**config.mk**
```make
export PLATFORM = sky130hd
export DESIGN_NAME = leading_zero_cnt
export DESIGN_NICKNAME = d
export VERILOG_FILES = /design/src/rtl/lzc_pkg.sv /design/src/rtl/lzc_merge.sv /design/src/rtl/leading_zero_cnt.sv
export SDC_FILE = /design/constraint.sdc
export NUM_CORES = 1
export LEC_CHECK = 0
export ABC_AREA = 1
export BUFFER_PORTS_ARGS = -buffer_cell sky130_fd_sc_hd__buf_4
export CAP_MARGIN = 20
export CORE_AREA = 8 8 49 51
export DETAILED_ROUTE_END_ITERATION = 10
export DIE_AREA = 0 0 57 59
export PLACE_DENSITY_LB_ADDON = 0.15
export SYNTH_ARGS = -nofsm -noshare
export SYNTH_HDL_FRONTEND = slang
export SYNTH_SLANG_ARGS = --single-unit
```
**constraint.sdc**
```tcl
create_clock -name clk -period 2 [get_ports clk]
set_input_delay 0.3 -clock clk [delete_from_list [all_inputs] [get_ports clk]]
set_output_delay 0.3 -clock clk [all_outputs]
set_load 0.005 [all_outputs]
```
**src/rtl/lzc_pkg.sv**
```systemverilog
// Shared widths and helpers for the leading-zero counter.
// Lists the operand widths the tree supports and sizes the count.
package lzc_pkg;

  localparam int LZC_N_W = 4;
  localparam int LZC_W_LIST [LZC_N_W] = '{8, 16, 32, 64};

  function automatic bit lzc_width_ok(input int w);
    bit ok;
    ok = 1'b0;
    for (int i = 0; i < LZC_N_W; i++) begin
      if (LZC_W_LIST[i] == w) ok = 1'b1;
    end
    return ok;
  endfunction

  function automatic int lzc_cnt_w(input int w);
    return $clog2(w) + 1;
  endfunction

endpackage

```
**src/rtl/lzc_merge.sv**
```systemverilog
// One node of the leading-zero tree: joins an upper and lower half.
// An all-zero upper half defers to the lower half's count with the MSB set.
module lzc_merge
  import lzc_pkg::*;
#(
  parameter int CW = 1
) (
  input  logic          lz,
  input  logic [CW-1:0] lc,
  input  logic          rz,
  input  logic [CW-1:0] rc,
  output logic          z,
  output logic [CW:0]   c
);

  assign z = lz & rz;
  assign c = lz ? {1'b1, rc} : {1'b0, lc};

endmodule

```
**src/rtl/leading_zero_cnt.sv**
```systemverilog
// Leading-zero counter built as a binary tree of 2-bit leaves.
// Provides a combinational count, a zero flag and a registered count.
module leading_zero_cnt
  import lzc_pkg::*;
#(
  parameter int WI_SZ = 32,
  parameter int WO_SZ = lzc_cnt_w(WI_SZ)
) (
  input  logic             clk,
  input  logic             rst_n,
  input  logic [WI_SZ-1:0] in,
  output logic [WO_SZ-1:0] out,
  output logic [WO_SZ-1:0] out_q,
  output logic             zero
);

  localparam int LV = $clog2(WI_SZ);

  if (!lzc_width_ok(WI_SZ)) begin : g_bad_wi
    $fatal(1, "leading_zero_cnt: unsupported WI_SZ %0d", WI_SZ);
  end

  if (WO_SZ < lzc_cnt_w(WI_SZ)) begin : g_bad_wo
    $fatal(1, "leading_zero_cnt: WO_SZ %0d too small", WO_SZ);
  end

  // Node 0 of every level sits at the MSB end of the operand.
  genvar lv, n;
  for (lv = 0; lv < LV; lv++) begin : g_lvl
    localparam int NN = WI_SZ >> (lv + 1);
    logic [NN-1:0]      z;
    logic [NN-1:0][lv:0] c;

    if (lv == 0) begin : g_leaf
      for (n = 0; n < NN; n++) begin : g_n
        logic [1:0] p;
        assign p    = in[WI_SZ-1-2*n -: 2];
        assign z[n] = ~|p;
        assign c[n] = ~p[1];
      end
    end else begin : g_node
      for (n = 0; n < NN; n++) begin : g_n
        lzc_merge #(
          .CW(lv)
        ) u_merge (
          .lz(g_lvl[lv-1].z[2*n]),
          .lc(g_lvl[lv-1].c[2*n]),
          .rz(g_lvl[lv-1].z[2*n+1]),
          .rc(g_lvl[lv-1].c[2*n+1]),
          .z (z[n]),
          .c (c[n])
        );
      end
    end
  end

  logic          root_z;
  logic [LV-1:0] root_c;

  assign root_z = g_lvl[LV-1].z[0];
  assign root_c = g_lvl[LV-1].c[0];

  // All-zero input leaves the tree count saturated; replace it with WI_SZ.
  always_comb begin
    out           = '0;
    out[LV]       = root_z;
    out[LV-1:0]   = root_c & {LV{~root_z}};
  end

  assign zero = root_z;

  always_ff @(posedge clk or negedge rst_n) begin
    if (!rst_n) out_q <= '0;
    else        out_q <= out;
  end

endmodule

```
==> run metrics, run 1 <==
Syn. warnings 0; ys flop type dfrtp_1; Die Ht 59 um; Critical Path RT 1.70 ns; CTS Buffer Depth 2; Slew Viols, Final 0; DIE WIDTH 57 um; slowest CP cell o21ai_1; WP buf/inv 2; Largest Register out_q; RSZ-0062 raised after global routing false; DPL Wire Length 1680 um; DR vias between 700 and 800; ys async rst share 1.00; fin crit share 0.803; Setup TNS 0 ns; maximum clock rate between 0.6 and 0.7 GHz; arrival time worst endpoint 1.31 ns; Worst slew margin 0.860; crit-path cells buf_4, nor2_1, nand4_2, nor2_4, nand2_2, o21ai_1, buf_4; Initial DRC Count 7; DRC 0; largest registers out_q: 6 flops; CP top delay family simple AND/OR/NAND/NOR gates; DR top layer met4; # diodes 0; DRT met1 WL ~750 um; post-synth top area share 0.215; post-synth top area cell dfrtp_1; critical path's most frequent cell buf_4; slowest cell delay on critical path 0.21 ns; synth-to-layout area growth 56.2%; most common cell in the netlist nand2_1; GRT overflow 0; Leak Pwr 0.660 nW; first-pass GRT wire length 3150 um; Commonest cells post-synth 20 x nand2_1, 15 x inv_1, 12 x nor2_1; DRT antenna net count 0; CTS tree yes; mapped cell area 697 um2; final hold slack 0.402 ns; Hold Fails Final Rpt 0; Setup CP Type primary input to output port; initial antenna violation count 0; run status completed; number of iterations in the first detailed-routing pass 3; Seq cells post-synth 6; Initial Util 0.422; Post-synth EDFFs 0; Max Cap Viol 0; WL final 1820 um; clock sinks 6; share of layout cells above drive strength 1 0.526; register area share after synthesis 0.215; met3 routed WL 149 um; Post-DP Area 0.00106 mm2; peak supply drop 0.000157 V; Setup Fix Bufs, Post-CTS 0; Synth area leaders dfrtp_1 22%, nand2_1 11%, inv_1 8.1%; CTS H-tree depth 1; CTS clk-pin slew, worst paths 0.04 ns; Ports 47; Syn Nets 139; die area 0.00336 mm2; Final GP Congestion 0.728; cell area after layout 0.00109 mm2; nets 190; CP Max Fanout 2; setup violators final 0; post-synthesis cell count 105; row cnt 15; Pwr Total 366 uW; CP startpoint in[17]; DR WL/cell 10.7 um; Largest register FFs 6; Buffers on Ports 46; TritonCTS buffer count 3; syn_area_per_cell 6.64 um2; Hold Path Class primary input to async pin; root buffer cell clkbuf_4; post-synthesis cell type count 18; vias in the first global route roughly 810; vias per cell 4.58; power density over the cells around 340 mW/mm2; fill cell count 156; Final Critical Period approximately 1.6 ns; Tightest Pin Transition 0.208 ns; largest net degree at the start of global routing 7; CP Launch Type primary input; DR WL met2 904 um; CP Capture Type output port; Total GRT Usage 0.110; Core ar. 0.00165 mm2
where the power goes:
group / leakage, nW / internal, mW / switching, mW
Sequential: 0.0811 / 0.125 / 0.000704
Clock: 0.0138 / 0.0676 / 0.0403
Combinational: 0.565 / 0.0719 / 0.0605
area by class of cell:
type	instances	area, um2	share of cell area
clock buffer	3	22.5	0.0207
tap	17	21.3	0.0195
multi-input combinational	78	464	0.426
sequential	6	150	0.138
timing repair buffer	47	355	0.326
inverter	20	75.1	0.0690
per-layer routing:
| metal | global-route usage | up-vias |
|---|---|---|
| met4 | 0.0503 | 0 |
| met2 | 0.198 | 30 |
| met1 | 0.113 | 334 |
| met5 | 0 | - |
| li1 | - | 418 |
| met3 | 0.0365 | 2 |
logic make-up (layout without fill, tap and decap cells):
logic type	Yosys count	after routing	synth area share
flops	6	6	0.215
buf+inv	21	70	0.118
simple gates	63	63	0.548
compound gates	15	15	0.118
placed cells by master, fill, tap and decap left out, drive strengths merged:
| cell type | instances |
|---|---|
| a21oi | 6 |
| buf | 46 |
| clkbuf | 3 |
| dfrtp | 6 |
| dlygate4sd3 | 1 |
| inv | 20 |
| nand2 | 31 |
| nand3 | 5 |
| nand4 | 1 |
| nor2 | 26 |
| o21ai | 6 |
| o21bai | 3 |
stage by stage:
| step | utilization | std cells | setup slack [ns] |
|---|---|---|---|
| CTS | 0.659 | 171 | 0.418 |
| global placement | 0.639 | 167 | 0.437 |
| global route | 0.659 | 171 | 0.234 |
| detailed placement | 0.639 | 167 | 0.419 |
| finish | 0.659 | 171 | 0.393 |
| floorplan | - | 105 | 0.701 |
how the worst max path moves through the flow:
stage                        end  cells after the start  slack [ns]
after floorplan           out[5]                      6        0.70
after global placement    out[2]                      8        0.44
after detailed placement  out[3]                      8        0.42
after CTS                 out[3]                      8        0.42
after global routing      out[0]                      9        0.23
final                     out[0]                      7        0.39
repair_timing:
item                      in CTS  in global routing
resized for setup              0                  0
hold buffers                   1                  0
hold endpoints to repair       6                  0
(Power assumes the default switching activity.)
==> inputs of run 2 (changes only) <==
CORE_AREA = 8 8 51 53   (was 8 8 49 51)
DIE_AREA = 0 0 59 61   (was 0 0 57 59)
clock period = 1.52 ns   (was 2 ns; I/O delays follow)
==> run 2 against run 1 <==
  * Cell area is 2.4% higher
  * Critical path depth grew 1
  * Utilization down 5.4 points
  * Total power grew 31%
  * Hold slack worse by 0.066 ns
  * Sequential power grew 32%
  * First-iteration DRC count increased by 29%
  * Combinational power grew 33%
  * Global-route usage down 0.38 points
  * Sequential share of layout area is 0.33 points lower
  * Die area increased by 7.0%
  * Critical path type unchanged
  * Critical endpoint is now out[3]
  * Largest power group unchanged
==> run metrics, run 2 (synthesized netlist as in run 1, its figures left out) <==
CTS clk-pin slew, worst paths 0.04 ns (about the same); maximum clock rate ~0.7 GHz; Clk pwr share 0.287 (was 0.295); share of layout cells above drive strength 1 0.539 (was 0.526); TritonCTS buffer count 3 (unchanged); post-layout util 0.605 (was 0.659); Setup CP Type primary input to output port (unchanged); Die Ht 61 um (was 59 um); largest net degree at the start of global routing 7 (unchanged); nets 190 (unchanged); CP Capture Type output port (unchanged); GRT overflow 0 (unchanged); first-pass GRT wire length 3110 um (was 3150 um); Hold Fails Final Rpt 0 (unchanged); Total GRT Usage 0.107 (was 0.110); number of iterations in the first detailed-routing pass 4 (was 3); slowest CP cell nor2_2 (was o21ai_1); power density over the cells 430 mW/mm2 (was 336 mW/mm2); Setup Fix Bufs, Post-CTS 0 (unchanged); DRT antenna net count 0 (unchanged); crit-path cells buf_4, nor2_2, nand2_2, nor2_1, nand2_2, nor2_4, nor2_1, buf_4 (was buf_4, nor2_1, nand4_2, nor2_4, nand2_2, o21ai_1, buf_4); Critical Path RT 1.29 ns (was 1.70 ns); CTS H-tree depth 1 (unchanged); vias per cell 4.36 (was 4.58); Core ar. 0.00184 mm2 (was 0.00165 mm2); root buffer cell clkbuf_4 (unchanged); row cnt 16 (was 15); most frequent cells in the layout 46 x buf_4, 20 x nand2_1, 15 x inv_1 (unchanged); Combinational Power Share 0.368 (was 0.362); Leak Pwr 0.663 nW (was 0.660 nW); CP Launch Type primary input (unchanged); peak supply drop 0.000193 V (was 0.000157 V); setup violators final 0 (unchanged); WL final 1880 um (was 1820 um); Buffers on Ports 46 (unchanged); area of the multi-input gates 478 um2 (was 464 um2); run status completed (unchanged); Switching Fraction 0.274 (was 0.277); # diodes 0 (unchanged); Slew Viols, Final 0 (unchanged); vias in the first global route 823 (was 807); Setup TNS 0 ns (unchanged); DR vias 789 (was 784); Pint 348 uW (was 264 uW); DPL Wire Length 1760 um (was 1680 um); Hold Path Class primary input to async pin (unchanged); Final Critical Period 1.41 ns; largest registers out_q: 6 flops (unchanged); initial antenna violation count 0 (unchanged); RSZ-0062 raised after global routing false (unchanged); Net Sw Power 131 uW (was 102 uW); synth-to-layout area growth 60.0% (was 56.2%); WP buf/inv 2 (unchanged); slowest cell delay on critical path 0.15 ns (was 0.21 ns); fin crit share 0.928; clock sinks 6 (unchanged); sequential share of power 0.345 (was 0.343); final hold slack 0.336 ns (was 0.402 ns); worst setup margin 0.109 ns (was 0.393 ns); die area 0.00360 mm2 (was 0.00336 mm2); Max Cap Viol 0 (unchanged); Initial Util 0.378 (was 0.422); DRC 0 (unchanged); CP top delay family simple AND/OR/NAND/NOR gates (unchanged); Final GP Congestion 0.758 (was 0.728); CTS tree yes (unchanged); Worst slew margin 0.888 (was 0.860); Largest register FFs 6 (unchanged); DIE WIDTH 59 um (was 57 um); Tightest Pin Transition 0.166 ns (was 0.208 ns); Initial DRC Count 9 (was 7); CTS Buffer Depth 2 (unchanged); fill cell count 193 (was 156); Largest Register out_q (unchanged); Ports 47 (unchanged); CP Max Fanout 5 (was 2); most common cell after layout, fill and taps aside buf_4 (unchanged); Reg area 150 um2 (unchanged); arrival time worst endpoint 1.18 ns (was 1.31 ns); DR WL/cell 10.4 um (was 10.7 um); worst slack, placed 0.0832 ns (was 0.419 ns)
run 2: worst max path at each step:
stage / slack [ns] / start / endpoint / cells past startpoint
final: 0.11 / in[21] / out[3] / 8
after detailed placement: 0.08 / in[27] / out[2] / 8
after floorplan: 0.37 / in[25] / out[5] / 6
after global placement: 0.10 / in[25] / out[2] / 8
after global routing: 0.01 / in[11] / out[1] / 10
after CTS: 0.08 / in[27] / out[2] / 8
run 2: layer usage:
layer,global-route usage,vias up,routed length [um]
li1,-,417,-
met4,0.0410,0,0
met3,0.0318,0,154
met2,0.204,29,1010
met1,0.105,343,713
met5,0,-,0
run 2: metrics by stage:
stage / total power [mW] / cells / area (um2)
detailed placement: 0.342 / 177 / 1070
floorplan: 0.237 / 105 / 697
finish: 0.480 / 181 / 1110
global route: 0.510 / 181 / 1110
CTS: 0.485 / 181 / 1100
global placement: 0.337 / 177 / 1070
run 2: layout make-up:
| cell class | count | area share |
|---|---|---|
| clock buffer | 3 | 0.0202 |
| inverter | 20 | 0.0673 |
| multi-input combinational | 78 | 0.429 |
| sequential | 6 | 0.135 |
| tap | 27 | 0.0303 |
| timing repair buffer | 47 | 0.319 |
run 2: power by group through the flow:
stage | Combinational [mW] | Clock (mW) | Sequential [mW]
after floorplan | 0.0685 | 0 | 0.168
after global placement | 0.169 | 0 | 0.168
after detailed placement | 0.174 | 0 | 0.168
after CTS | 0.176 | 0.144 | 0.166
after global routing | 0.197 | 0.147 | 0.166
final | 0.176 | 0.138 | 0.166
run 2: what timing repair did:
item,CTS,global route
resized for setup,0,3
hold buffers,1,0
endpoints found under the hold margin,6,0
endpoints found under the setup margin,0,3
==> inputs of run 3 (changes only) <==
CORE_AREA = 8 8 53 55   (was 8 8 51 53)
CTS_CLUSTER_SIZE = 12   (was not set)
DIE_AREA = 0 0 61 63   (was 0 0 59 61)
clock period = 1.2 ns   (was 1.52 ns; I/O delays follow)
==> run 3 against run 2 <==
  * The run now ends with negative setup slack left
  * Utilization is 4.7 points higher
  * Via count is 3.0% higher
  * Routed wire length is 8.2% higher
  * Critical path type unchanged
  * Largest power group unchanged
  * Combinational power is 69% higher
  * Flip-flop and latch count stayed put
  * Non-clock buffer count is 9 higher
  * Sequential power is 26% higher
==> run metrics, run 3 (synthesized netlist as in run 1, its figures left out) <==
maximum clock rate 0.794 GHz; Finished Layout Cells 191 (was 181); run status finished, violations left (was completed); Worst slew margin 0.875 (was 0.888); Setup CP Type primary input to output port (unchanged); DRT antenna net count 0 (unchanged); Die Ht 63 um (was 61 um); Initial Util 0.338 (was 0.378); final hold slack 0.280 ns (was 0.336 ns); TritonCTS buffer count 3 (unchanged); clock sinks 6 (unchanged); arrival time worst endpoint 1.08 ns (was 1.18 ns); Final GP Congestion 0.703 (was 0.758); CP Max Fanout 5 (unchanged); number of iterations in the first detailed-routing pass 2 (was 4); most common cell after layout, fill and taps aside buf_4 (unchanged); Slew Viols, Final 0 (unchanged); crit-path cells buf_4, nor2_4, nand2_4, nor2_8, nand2_4, nor2_4, nor2_2, buf_4 (was buf_4, nor2_2, nand2_2, nor2_1, nand2_2, nor2_4, nor2_1, buf_4); Max Cap Viol 0 (unchanged); DR WL/cell 10.6 um (was 10.4 um); first-pass GRT wire length 3190 um (was 3110 um); global routing met3 resource utilization 0.0165 (was 0.0318); DRC 0 (unchanged); Most Crowded Layer GR met2 (unchanged); WP buf/inv 2 (unchanged); fin crit share 1.05; largest net degree at the start of global routing 7 (unchanged); cell area after layout 0.00135 mm2 (was 0.00111 mm2); worst setup margin -0.0588 ns (was 0.109 ns); CTS Buffer Depth 2 (unchanged); GRT overflow 0 (unchanged); Setup crit end out[3] (unchanged); Largest register FFs 6 (unchanged); CP Capture Type output port (unchanged); Setup TNS -0.156 ns (was 0 ns); RSZ-0062 raised after global routing true (was false); synth-to-layout area growth 93.0% (was 60.0%); die area 0.00384 mm2 (was 0.00360 mm2); slowest cell delay on critical path 0.17 ns (was 0.15 ns); nets 199 (was 190); DIE WIDTH 61 um (was 59 um); setup violators final 4 (was 0); Final Critical Period 1.26 ns; CP top delay family simple AND/OR/NAND/NOR gates (unchanged); Leak Pwr 0.733 nW (was 0.663 nW); Global Route met1 Usage 0.113 (was 0.105); share of layout cells above drive strength 1 0.681 (was 0.539); worst slack, placed -0.140 ns (was 0.0832 ns); CTS H-tree depth 1 (unchanged); DR vias 813 (was 789); DPL Wire Length 1720 um (was 1760 um); Pwr Total 684 uW (was 480 uW); post-layout util 0.652 (was 0.605); Total GRT Usage 0.102 (was 0.107); WL final 2030 um (was 1880 um); met2 GRT Util 0.184 (was 0.204); Ports 47 (unchanged); violated checks negative setup slack; Initial DRC Count 14 (was 9); CP Launch Type primary input (unchanged); initial antenna violation count 0 (unchanged); Inst Count DP 183 (was 177); Tightest Pin Transition 0.187 ns (was 0.166 ns); Critical Path RT 1.02 ns (was 1.29 ns); Post-DP Area 0.00111 mm2 (was 0.00107 mm2); CTS tree yes (unchanged); power density over the cells 509 mW/mm2 (was 430 mW/mm2); CP Depth 8 (unchanged); peak supply drop 0.000261 V (was 0.000193 V); root buffer cell clkbuf_4 (unchanged); vias per cell 4.26 (was 4.36); Largest Register out_q (unchanged); slowest CP cell nor2_4 (was nor2_2); Hold Fails Final Rpt 0 (unchanged); Core ar. 0.00206 mm2 (was 0.00184 mm2); largest registers out_q: 6 flops (unchanged); most frequent cells in the layout 45 x buf_4, 16 x nand2_1, 15 x nor2_4 (was 46 x buf_4, 20 x nand2_1, 15 x inv_1); # diodes 0 (unchanged); CP startpoint in[11] (was in[21]); Hold Path Class primary input to async pin (unchanged); vias in the first global route 834 (was 823); Buffers on Ports 46 (unchanged); CTS clk-pin slew, worst paths 0.04 ns (about the same); row cnt 17 (was 16)
## run 3: what timing repair did
action / CTS / global route
pin swaps: 29 / 5
setup endpoints to repair: 7 / 7
resized for setup: 34 / 14
hold endpoints to repair: 6 / 0
buffers inserted: 2 / 2
hold buffers: 1 / 0
## run 3: per-layer routing
metal  part of all wire  wire (um)
met5                  0          0
met4                  0          0
met3              0.080        163
met2               0.53       1080
met1               0.39        782
## run 3: final cells by class
class	count	area, um2
multi-input combinational	78	596
clock buffer	3	22.5
tap	28	35.0
timing repair buffer	56	464
sequential	6	150
inverter	20	77.6
fill	176	718
## run 3: where the power goes
part	switching, mW	leakage, nW	internal (mW)
Clock	0.0639	0.0138	0.113
Combinational	0.136	0.638	0.162
Sequential	0.00111	0.0811	0.208
Total	0.201	0.733	0.483
## run 3: worst min path at each step
stage / slack [ns] / endpoint / from
floorplan: -0.12 / out_q[0]$_DFF_PN0_ / rst_n
global placement: -0.01 / out_q[2]$_DFF_PN0_ / rst_n
detailed placement: -0.01 / out_q[1]$_DFF_PN0_ / rst_n
CTS: 0.28 / out_q[1]$_DFF_PN0_ / rst_n
global route: 0.29 / out_q[1]$_DFF_PN0_ / rst_n
finish: 0.28 / out_q[1]$_DFF_PN0_ / rst_n
